--- config.mk ---
export PLATFORM = sky130hd
export DESIGN_NAME = ram_arbiter
export DESIGN_NICKNAME = d
export VERILOG_FILES = /design/src/rtl/cpu_types_pkg.sv /design/src/rtl/ram_arb_pkg.sv /design/src/rtl/ram_arbiter_rr_priority_pick.sv /design/src/rtl/ram_arbiter.sv
export SDC_FILE = /design/constraint.sdc
export NUM_CORES = 1
export LEC_CHECK = 0
export CELL_PAD_IN_SITES_DETAIL_PLACEMENT = 1
export CELL_PAD_IN_SITES_GLOBAL_PLACEMENT = 1
export CORE_AREA = 2 2 133 135
export CTS_BUF_LIST = sky130_fd_sc_hd__clkbuf_4
export DETAILED_ROUTE_END_ITERATION = 10
export DIE_AREA = 0 0 135 137
export PLACE_DENSITY = 0.91
export SLEW_MARGIN = 10
export SYNTH_ARGS = -nofsm -noshare
export SYNTH_HDL_FRONTEND = slang
export SYNTH_SLANG_ARGS = --single-unit
export TNS_END_PERCENT = 100
--- constraint.sdc ---
create_clock -name CLK -period 2.9 [get_ports CLK]
set_clock_uncertainty 0.15 [all_clocks]
set_input_delay 0.87 -clock CLK [delete_from_list [all_inputs] [get_ports CLK]]
set_output_delay 0.87 -clock CLK [all_outputs]
set_load 0.03 [all_outputs]
--- src/rtl/cpu_types_pkg.sv ---
// ---------------------------------------------------------------
// cpu_types_pkg: shared CPU/RAM handshake types.   Rev 1.0
// ---------------------------------------------------------------
`default_nettype none

package cpu_types_pkg;

  typedef enum logic [1:0] {
    FREE   = 2'd0,
    BUSY   = 2'd1,
    ACCESS = 2'd2,
    ERROR  = 2'd3
  } ramstate_t;

endpackage

`default_nettype wire

--- src/rtl/ram_arb_pkg.sv ---
// ---------------------------------------------------------------
// ram_arb_pkg: arbiter state encoding and sizing helpers.   Rev 1.0
// ---------------------------------------------------------------
`default_nettype none

package ram_arb_pkg;

  typedef enum logic [1:0] {
    IDLE  = 2'd0,
    GRANT = 2'd1,
    TB    = 2'd2
  } arb_state_t;

  localparam int STAT_W = 16;

  function automatic int grant_width(input int n);
    return (n > 1) ? $clog2(n) : 1;
  endfunction

endpackage

`default_nettype wire

--- src/rtl/ram_arbiter_rr_priority_pick.sv ---
// ---------------------------------------------------------------
// rr_priority_pick: first set request scanning from start_i with wrap.   Rev 1.0
// ---------------------------------------------------------------
`default_nettype none

module rr_priority_pick
  import ram_arb_pkg::*;
#(
  parameter int NREQ = 2
) (
  input  logic [NREQ-1:0]              req_i,
  input  logic [grant_width(NREQ)-1:0] start_i,
  output logic                         valid_o,
  output logic [grant_width(NREQ)-1:0] idx_o
);

  localparam int GRANT_W = grant_width(NREQ);
  localparam int SUM_W   = GRANT_W + 1;

  logic [SUM_W-1:0] sum;

  // Scan offsets from the far end so the nearest requester wins last.
  always_comb begin
    valid_o = 1'b0;
    idx_o   = '0;
    sum     = '0;
    for (int o = NREQ - 1; o >= 0; o--) begin
      sum = {1'b0, start_i} + SUM_W'(o);
      if (sum >= SUM_W'(NREQ)) begin
        sum = sum - SUM_W'(NREQ);
      end
      if (req_i[sum[GRANT_W-1:0]]) begin
        valid_o = 1'b1;
        idx_o   = sum[GRANT_W-1:0];
      end
    end
  end

endmodule

`default_nettype wire

--- src/rtl/ram_arbiter.sv ---
// ---------------------------------------------------------------
// ram_arbiter: round-robin NREQ-to-1 RAM arbiter with testbench override.
// Optional per-port completion counters under RAM_ARB_STATS_EN.   Rev 1.0
// ---------------------------------------------------------------
`default_nettype none

module ram_arbiter
  import ram_arb_pkg::*;
  import cpu_types_pkg::*;
#(
  parameter int NREQ   = 2,
  parameter int ADDR_W = 32,
  parameter int DATA_W = 32
) (
  input  logic                              CLK,
  input  logic                              RST,
  input  logic [NREQ-1:0]                   req_ren,
  input  logic [NREQ-1:0]                   req_wen,
  input  logic [NREQ-1:0][ADDR_W-1:0]       req_addr,
  input  logic [NREQ-1:0][DATA_W-1:0]       req_store,
  output logic [DATA_W-1:0]                 req_load,
  output logic [NREQ-1:0]                   req_ready,
  output logic                              req_err,
  input  logic                              tb_ctrl,
  input  logic                              tb_ren,
  input  logic                              tb_wen,
  input  logic [ADDR_W-1:0]                 tb_addr,
  input  logic [DATA_W-1:0]                 tb_store,
  output logic                              ram_ren,
  output logic                              ram_wen,
  output logic [ADDR_W-1:0]                 ram_addr,
  output logic [DATA_W-1:0]                 ram_store,
  input  logic [DATA_W-1:0]                 ram_load,
  input  ramstate_t                         ram_state,
  output logic [grant_width(NREQ)-1:0]      owner,
`ifdef RAM_ARB_STATS_EN
  output logic [NREQ-1:0][STAT_W-1:0]       grant_cnt,
`endif
  output logic                              busy
);

  localparam int GRANT_W = grant_width(NREQ);

  arb_state_t         state_q, state_d;
  logic [GRANT_W-1:0] rr_ptr_q, rr_ptr_d;
  logic [GRANT_W-1:0] grant_idx_q, grant_idx_d;
  logic [GRANT_W-1:0] rr_next;
  logic [NREQ-1:0]    req_any;
  logic               pick_valid;
  logic [GRANT_W-1:0] pick_idx;

  assign req_any = req_ren | req_wen;

  rr_priority_pick #(
    .NREQ    (NREQ)
  ) u_pick (
    .req_i   (req_any),
    .start_i (rr_ptr_q),
    .valid_o (pick_valid),
    .idx_o   (pick_idx)
  );

  assign rr_next  = (grant_idx_q == GRANT_W'(NREQ - 1)) ? '0 : grant_idx_q + GRANT_W'(1);
  assign req_load = ram_load;
  assign owner    = grant_idx_q;
  assign busy     = (state_q == GRANT) || (state_q == TB);

  always_ff @(posedge CLK or posedge RST) begin
    if (RST) begin
      state_q     <= IDLE;
      rr_ptr_q    <= '0;
      grant_idx_q <= '0;
    end else begin
      state_q     <= state_d;
      rr_ptr_q    <= rr_ptr_d;
      grant_idx_q <= grant_idx_d;
    end
  end

  // A write wins over a simultaneous read on the same port.
  always_comb begin
    state_d     = state_q;
    rr_ptr_d    = rr_ptr_q;
    grant_idx_d = grant_idx_q;
    ram_ren     = 1'b0;
    ram_wen     = 1'b0;
    ram_addr    = '0;
    ram_store   = '0;
    req_ready   = '0;
    req_err     = 1'b0;
    if (tb_ctrl) begin
      ram_wen   = tb_wen;
      ram_ren   = tb_ren & ~tb_wen;
      ram_addr  = tb_addr;
      ram_store = tb_store;
      state_d   = TB;
    end else begin
      case (state_q)
        IDLE: begin
          if (pick_valid) begin
            grant_idx_d = pick_idx;
            state_d     = GRANT;
          end
        end
        GRANT: begin
          ram_wen   = req_wen[grant_idx_q];
          ram_ren   = req_ren[grant_idx_q] & ~req_wen[grant_idx_q];
          ram_addr  = req_addr[grant_idx_q];
          ram_store = req_store[grant_idx_q];
          if (!req_any[grant_idx_q]) begin
            state_d = IDLE;
          end else if ((ram_state == ACCESS) || (ram_state == ERROR)) begin
            req_ready[grant_idx_q] = 1'b1;
            req_err                = (ram_state == ERROR);
            rr_ptr_d               = rr_next;
            state_d                = IDLE;
          end
        end
        TB: begin
          state_d = IDLE;
        end
        default: begin
          state_d = IDLE;
        end
      endcase
    end
  end

`ifdef RAM_ARB_STATS_EN
  logic [STAT_W-1:0] cnt_q [NREQ];

  for (genvar i = 0; i < NREQ; i++) begin : g_stats
    always_ff @(posedge CLK or posedge RST) begin
      if (RST) begin
        cnt_q[i] <= '0;
      end else if (req_ready[i] && (cnt_q[i] != '1)) begin
        cnt_q[i] <= cnt_q[i] + STAT_W'(1);
      end
    end
    assign grant_cnt[i] = cnt_q[i];
  end
`endif

endmodule

`default_nettype wire
==> impl_results.md, run 1 <==
- R2R setup slack: 1090 ps
- HP Class: reg2reg
- Multi-input logic area: 1480 µm²
- Area leader, netlist: mux2i_1
- Vias in the first global route: 3,224
- Synth cell types: 24
- DRT Pass-1 Iters: 5
- Syn nets: 528
- Worst r2r src: owner$_DFFE_PP0P_
- Drt wl/cell: 14.9 µm
- Largest net degree at the start of global routing: 38
- Residual DRC: 0
- Starting Density: 11.1%
- Area after DPL: 4620 µm²
- Dominant synthesized flop cell: dfrtp_1
- Req. time, crit path: 1880 ps
- Fin crit period: 2850 ps
- Post-synthesis sequential area ratio: 5.29%
- RSZ-0062 raised after global routing: true
- Total die area: 18,500 µm²
- CTS H-tree lvls: 1
- Rows: 48
- Top post-synthesis cells by area: mux2i_1 34%, o21ai_0 18%, nand2_1 13%
- Slowest cell on crit path: o21ai_0
- Fillcell total: 2,075
- Total grt overflow: 0
- Drt total wl: 11,200 µm
- Slew Limit Fails: 0
- Area grow syn2layout: 147%
- Endpoint class of the critical path: primary output
- DR vias/cell: 4.06
- Reg area: 104 µm²
- FFs w/ async S/R, synth: 100%
- Initial drt markers: 45
- Buffers & Inverters on Critical Path: 3
- Crit start category: input pin
- Post-synth EDFFs: 0
- DP Worst Slack: -91.4 ps
- Setup violations, final: 0
- Clk buf depth: 2
- Slew margin rel.: 72.0%
- Fmax: 351 MHz
- I/O pin cnt: 338
- Total power: 0.00110 W
- Fin. Hold Viols: 0
- Die width: 135 µm
- Pwr dens: 236 nW/µm²
- Area of the mapped netlist: 1890 µm²
- Setup CP Type: in2out
- Share of cells above drive strength 1: 20.2%
- RR Endpoint: state_q[0]$_DFFE_PP0P_
- Synth Instances: 291
- Crit-path leading delay family: buffers and inverters
- Tightest Pin Transition: 415 ps
- Clock slew at reported path FFs: 40 ps
- Max VDD drop: 0.125 mV
- P_leak: 2.10 nW
- DP HPWL: 9850 µm
- Worst-path maximum fanout: 29
- Synth top cells by count: 69 x o21ai_0, 67 x nand2_1, 65 x mux2i_1, 32 x buf_4, 12 x clkbuf_1
- Clk sinks: 4
- Cell with the most instances after synthesis: o21ai_0
- Final core utilization: 27.3%
- Worst Hold End: state_q[1]$_DFFE_PP0P_
- First-pass GRT wire length: 16,100 µm
- Status: completed
- Worst Min Path Start: state_q[1]$_DFFE_PP0P_
- GRT Util Overall: 11.0%
- Ys Warns: 0
- Syn Area/Cell: 6.50 µm²
- CTS root buf: clkbuf_4
- Worst Reg2Reg Path Length in Cells: 4
- Final Cycle Share: 98.2%
- Worst path max stage delay: 220 ps
- Core region area: 17,100 µm²
- #FFs+latches synth: 4
- Via count: 3,065
- Final instance area: 4660 µm²
- Clk_lat worst skew: 240 ps
- CTS tree: done
- Die Ht: 137 µm
- DRT antenna net count: 0
- Hold path depth: 2
- GPL Wtd Cong: 0.768
- Initial antenna violation count: 0
- Crit-path cells: buf_2 -> nand2b_4 -> buf_12 -> o21ai_0 -> buf_4
- Crit path DAT: 1830 ps
- Post-CTS setup buffers: 0
- Layout Nets: 767
- Top-area cell type share of the netlist area: 34.4%
- Setup WS post-layout: 52.6 ps
- Max-cap violations: 0
- N_diodes: 0
- Port buffer count: 273
- Total CTS buffers: 3
## layout make-up
type,count,area share [%]
flip-flops and latches,4,2.23
clock buffers,4,0.644
repair buffers,289,58.7
multi-input cells,225,31.8
inverters,7,0.564
well taps,225,6.04
## worst min-delay path: cells and delay by family (launching register included)
family             cells  cell delay (ps)
DFF                    1              360
AOI/OAI and AO/OA      2              160
## layer usage
metal	track usage [%]	up-vias	routed length [µm]	part of all wire, %
met5	0	-	0	0
met2	21.5	208	5870	52
met1	10.7	1381	3720	33
met3	3.89	22	1370	12
li1	-	1454	-	-
met4	3.53	0	270	2.4
## layout by cell type, fill, tap and decap left out, types with 2 or more instances in the layout
| master | Yosys | layout |
|---|---|---|
| buf_12 | 0 | 5 |
| buf_4 | 32 | 79 |
| clkbuf_4 | 0 | 4 |
| clkdlybuf4s50_1 | 0 | 198 |
| dfrtp_1 | 4 | 3 |
| dlygate4sd2_1 | 0 | 4 |
| ha_1 | 2 | 2 |
| inv_1 | 7 | 7 |
| mux2i_1 | 65 | 65 |
| nand2_1 | 67 | 67 |
| nand3b_1 | 2 | 2 |
| nor2_1 | 5 | 5 |
| nor3_2 | 0 | 3 |
| o21ai_0 | 69 | 40 |
| o21ai_1 | 0 | 19 |
| o21ai_2 | 0 | 10 |
## flip-flops by register name (all words and copies together) (netlist names)
name	flops
owner	1
rr_ptr_q	1
state_q	2
## cells by family after synthesis
kind of cell	synth area share, %
DFF	5.29
and+or+nand+nor	18.3
adders and majority gates	1.32
buffers and inverters	19.7
muxes	34.4
AOI/OAI and AO/OA	20.9
## how the worst max path moves through the flow
stage | end | start | slack, ps | depth (start not counted)
6_report | ram_addr[12] | tb_ctrl | 50 | 5
3_5_place_dp | req_err | ram_state[1] | -90 | 4
4_1_cts | ram_addr[12] | tb_ctrl | 20 | 5
2_1_floorplan | ram_addr[0] | tb_ctrl | -140 | 4
5_1_grt | req_err | ram_state[0] | -30 | 4
3_3_place_gp | req_err | req_wen[1] | -60 | 4
## metrics by stage
step                      setup TNS, ps  cells  hold slack, ps
final                                 0    754             407
after global routing              -32.7    754             426
after CTS                             0    754             406
after detailed placement           -253    750             387
after global placement             -113    750             381
after floorplan                   -7240    291             347
## power by group
group / internal, W / leakage, nW / switching (W)
logic: 0.000510 / 2.03 / 0.000422
registers: 0.0000635 / 0.0443 / 0.0000161
clock network: 0.0000612 / 0.0184 / 0.0000271
## what timing repair did
action,4_1_cts,5_1_grt
resized for setup,6,5
pin swaps,1,0
endpoints found under the setup margin,4,7
hold buffers,0,0
No activity file was read; power rests on OpenSTA's default activity.
==> run 2: changes to the inputs <==
--- a/config.mk
+++ b/config.mk
@@ -7,11 +7,10 @@
 export LEC_CHECK = 0
 export CELL_PAD_IN_SITES_DETAIL_PLACEMENT = 1
 export CELL_PAD_IN_SITES_GLOBAL_PLACEMENT = 1
-export CORE_AREA = 2 2 133 135
+export CORE_UTILIZATION = 11
 export CTS_BUF_LIST = sky130_fd_sc_hd__clkbuf_4
 export DETAILED_ROUTE_END_ITERATION = 10
-export DIE_AREA = 0 0 135 137
-export PLACE_DENSITY = 0.91
+export PLACE_DENSITY = 0.9
 export SLEW_MARGIN = 10
 export SYNTH_ARGS = -nofsm -noshare
 export SYNTH_HDL_FRONTEND = slang
==> constraint.sdc (replaced) <==
create_clock -name CLK -period 3.15 [get_ports CLK]
set_clock_uncertainty 0.15 [all_clocks]
set_input_delay 0.945 -clock CLK [delete_from_list [all_inputs] [get_ports CLK]]
set_output_delay 0.945 -clock CLK [all_outputs]
set_load 0.03 [all_outputs]
==> run 2 against run 1 <==
  * Global-route usage increased by 0.89 points
  * First-iteration DRC count increased by 33%
  * Utilization increased by 0.21 points
  * Sequential power decreased by 17%
  * Routed wire length decreased by 1.5%
==> impl_results.md, run 2 (synthesis results as in run 1) <==
- Pwr dens: 221 nW/µm² (was 236 nW/µm²)
- Max VDD drop: 0.169 mV (was 0.125 mV)
- Final cell count without fillers: 746 (was 754)
- Slew Limit Fails: 0 (unchanged)
- Highest-count cells in the layout ignoring fill and taps: 200 x clkdlybuf4s50_1, 76 x buf_4, 67 x nand2_1, 65 x mux2i_1, 41 x o21ai_1 (was 198 x clkdlybuf4s50_1, 79 x buf_4, 67 x nand2_1, 65 x mux2i_1, 40 x o21ai_0)
- R2R setup slack: 1130 ps (was 1090 ps)
- Power share of the combinational group: 84.6% (was 84.7%)
- CP startpoint: req_wen[0] (was tb_ctrl)
- Global route hottest layer: met2 (unchanged)
- Share of cells above drive strength 1: 17.7% (was 20.2%)
- Cts hold-fix bufs: 0 (unchanged)
- HP Class: reg2reg (unchanged)
- Via count: 2,948 (was 3,065)
- Total die area: 17,700 µm² (was 18,500 µm²)
- CTS tree: done (unchanged)
- Largest net degree at the start of global routing: 38 (unchanged)
- DRT antenna net count: 0 (unchanged)
- Die Ht: 133 µm (was 137 µm)
- Die width: 133 µm (was 135 µm)
- Endpoint class of the critical path: primary output (unchanged)
- First-pass GRT wire length: 16,900 µm (was 16,100 µm)
- Max FFs per register: 2 (unchanged)
- Area grow syn2layout: 143% (was 147%)
- Initial drt markers: 60 (was 45)
- Met2 global-route usage: 23.7% (was 21.5%)
- Slew margin rel.: 67.2% (was 72.0%)
- Fin crit period: 3080 ps
- Clk_lat worst skew: 270 ps (was 240 ps)
- Layout Nets: 764 (was 767)
- CTS root buf: clkbuf_4 (unchanged)
- Port buffer count: 273 (unchanged)
- Core region area: 16,700 µm² (was 17,100 µm²)
- Clock slew at reported path FFs: 40 ps (about the same)
- Total power: 0.00102 W (was 0.00110 W)
- DR vias/cell: 3.95 (was 4.06)
- Fin. Hold Viols: 0 (unchanged)
- Drt wl/cell: 14.8 µm (was 14.9 µm)
- P_leak: 2.08 nW (was 2.10 nW)
- I/O pin cnt: 338 (unchanged)
- Post-CTS setup buffers: 0 (unchanged)
- GR Layer Usage met3: 2.66% (was 3.89%)
- GRT Util Overall: 11.9% (was 11.0%)
- Clk sinks: 4 (unchanged)
- Clk pwr share: 8.9% (was 8.0%)
- Psw: 0.000437 W (was 0.000466 W)
- Most common cell after layout, fill and taps aside: clkdlybuf4s50_1 (unchanged)
- Req. time, crit path: 2050 ps (was 1880 ps)
- Biggest register: state_q (unchanged)
- Rows: 47 (was 48)
- CTS H-tree lvls: 1 (unchanged)
- Switching share of total power: 42.9% (was 42.3%)
- Dpl cells: 742 (was 750)
- RR Endpoint: state_q[0]$_DFFE_PP0P_ (unchanged)
- Tightest Pin Transition: 488 ps (was 415 ps)
- Starting Density: 11.3% (was 11.1%)
- Met1 Use GR: 13.0% (was 10.7%)
- Total grt overflow: 0 (unchanged)
- RSZ-0062 raised after global routing: false (was true)
- Vias in the first global route: 3,259 (was 3,224)
- Fmax: 324 MHz
- DRT Pass-1 Iters: 4 (was 5)
- Worst Reg2Reg Path Length in Cells: 5 (was 4)
- CP endpoint: req_err (was ram_addr[12])
- Internal power: 0.000582 W (was 0.000635 W)
- Worst-path maximum fanout: 5 (was 29)
- Status: completed (unchanged)
- Worst r2r src: owner$_DFFE_PP0P_ (unchanged)
- N_diodes: 0 (unchanged)
- Clk buf depth: 2 (unchanged)
- Residual DRC: 0 (unchanged)
- GPL Wtd Cong: 0.768 (about the same)
- Max-cap violations: 0 (unchanged)
- Crit path DAT: 1990 ps (was 1830 ps)
- Total CTS buffers: 3 (unchanged)
- Setup violations, final: 0 (unchanged)
- Crit start category: input pin (unchanged)
- DP HPWL: 9400 µm (was 9850 µm)
- Seq pwr share: 6.5% (was 7.2%)
- Initial antenna violation count: 0 (unchanged)
- Drt total wl: 11,100 µm (was 11,200 µm)
- Final Cycle Share: 97.9%
- Setup CP Type: in2out (unchanged)
[run 2: timing repair]
action / CTS / global route
setup endpoints to repair: 2 / 5
resized for setup: 2 / 6
pin swaps: 0 / 1
[run 2: metrics by stage]
| stage | cell area, µm² | hold WS, ps | TNS, ps | utilization [%] | setup slack, ps |
|---|---|---|---|---|---|
| finish | 4600 | 399 | 0 | 27.5 | 66.1 |
| detailed placement | 4540 | 395 | -84.2 | 27.2 | -56.5 |
| global route | 4600 | 449 | 0 | 27.5 | 12.8 |
| floorplan | 1900 | 347 | -3270 | - | -164 |
| global placement | 4540 | 376 | 0 | 27.2 | 24.5 |
| CTS | 4580 | 401 | 0 | 27.4 | 8.87 |
[run 2: worst min-delay path by stage]
stage / end / from / cells after the start / slack, ps
6_report: rr_ptr_q$_DFFE_PP0P_ / rr_ptr_q$_DFFE_PP0P_ / 2 / 400
2_1_floorplan: state_q[1]$_DFFE_PP0P_ / state_q[1]$_DFFE_PP0P_ / 2 / 350
5_1_grt: rr_ptr_q$_DFFE_PP0P_ / rr_ptr_q$_DFFE_PP0P_ / 2 / 450
3_5_place_dp: rr_ptr_q$_DFFE_PP0P_ / rr_ptr_q$_DFFE_PP0P_ / 2 / 400
4_1_cts: rr_ptr_q$_DFFE_PP0P_ / rr_ptr_q$_DFFE_PP0P_ / 2 / 400
3_3_place_gp: rr_ptr_q$_DFFE_PP0P_ / rr_ptr_q$_DFFE_PP0P_ / 2 / 380
[run 2: cell type report]
type	count	area [µm²]
Multi-Input combinational cell	225	1440
Tap cell	220	275
Sequential cell	4	104
Clock buffer	4	30.0
Timing Repair Buffer	286	2730
Inverter	7	26.3
Fill cell	2045	12100
[run 2: power by group through the flow]
stage	registers, W	clock network (W)	logic, W
finish	0.0000659	0.0000909	0.000862
global route	0.0000672	0.0000989	0.000924
CTS	0.0000662	0.0000951	0.000874
detailed placement	0.0000668	0	0.000870
global placement	0.0000667	0	0.000854
floorplan	0.0000652	0	0.000502
[run 2: worst max-delay path, stage by stage]
cell and delay (ps):
clkdlybuf4s50_1 500, nor3_1 310, nor4_2 60, buf_4 170
[run 2: layer usage]
metal	vias up	share of wire (%)
met5	-	0
met4	0	0.61
met3	8	5.4
met2	124	55
met1	1370	39
li1	1446	-
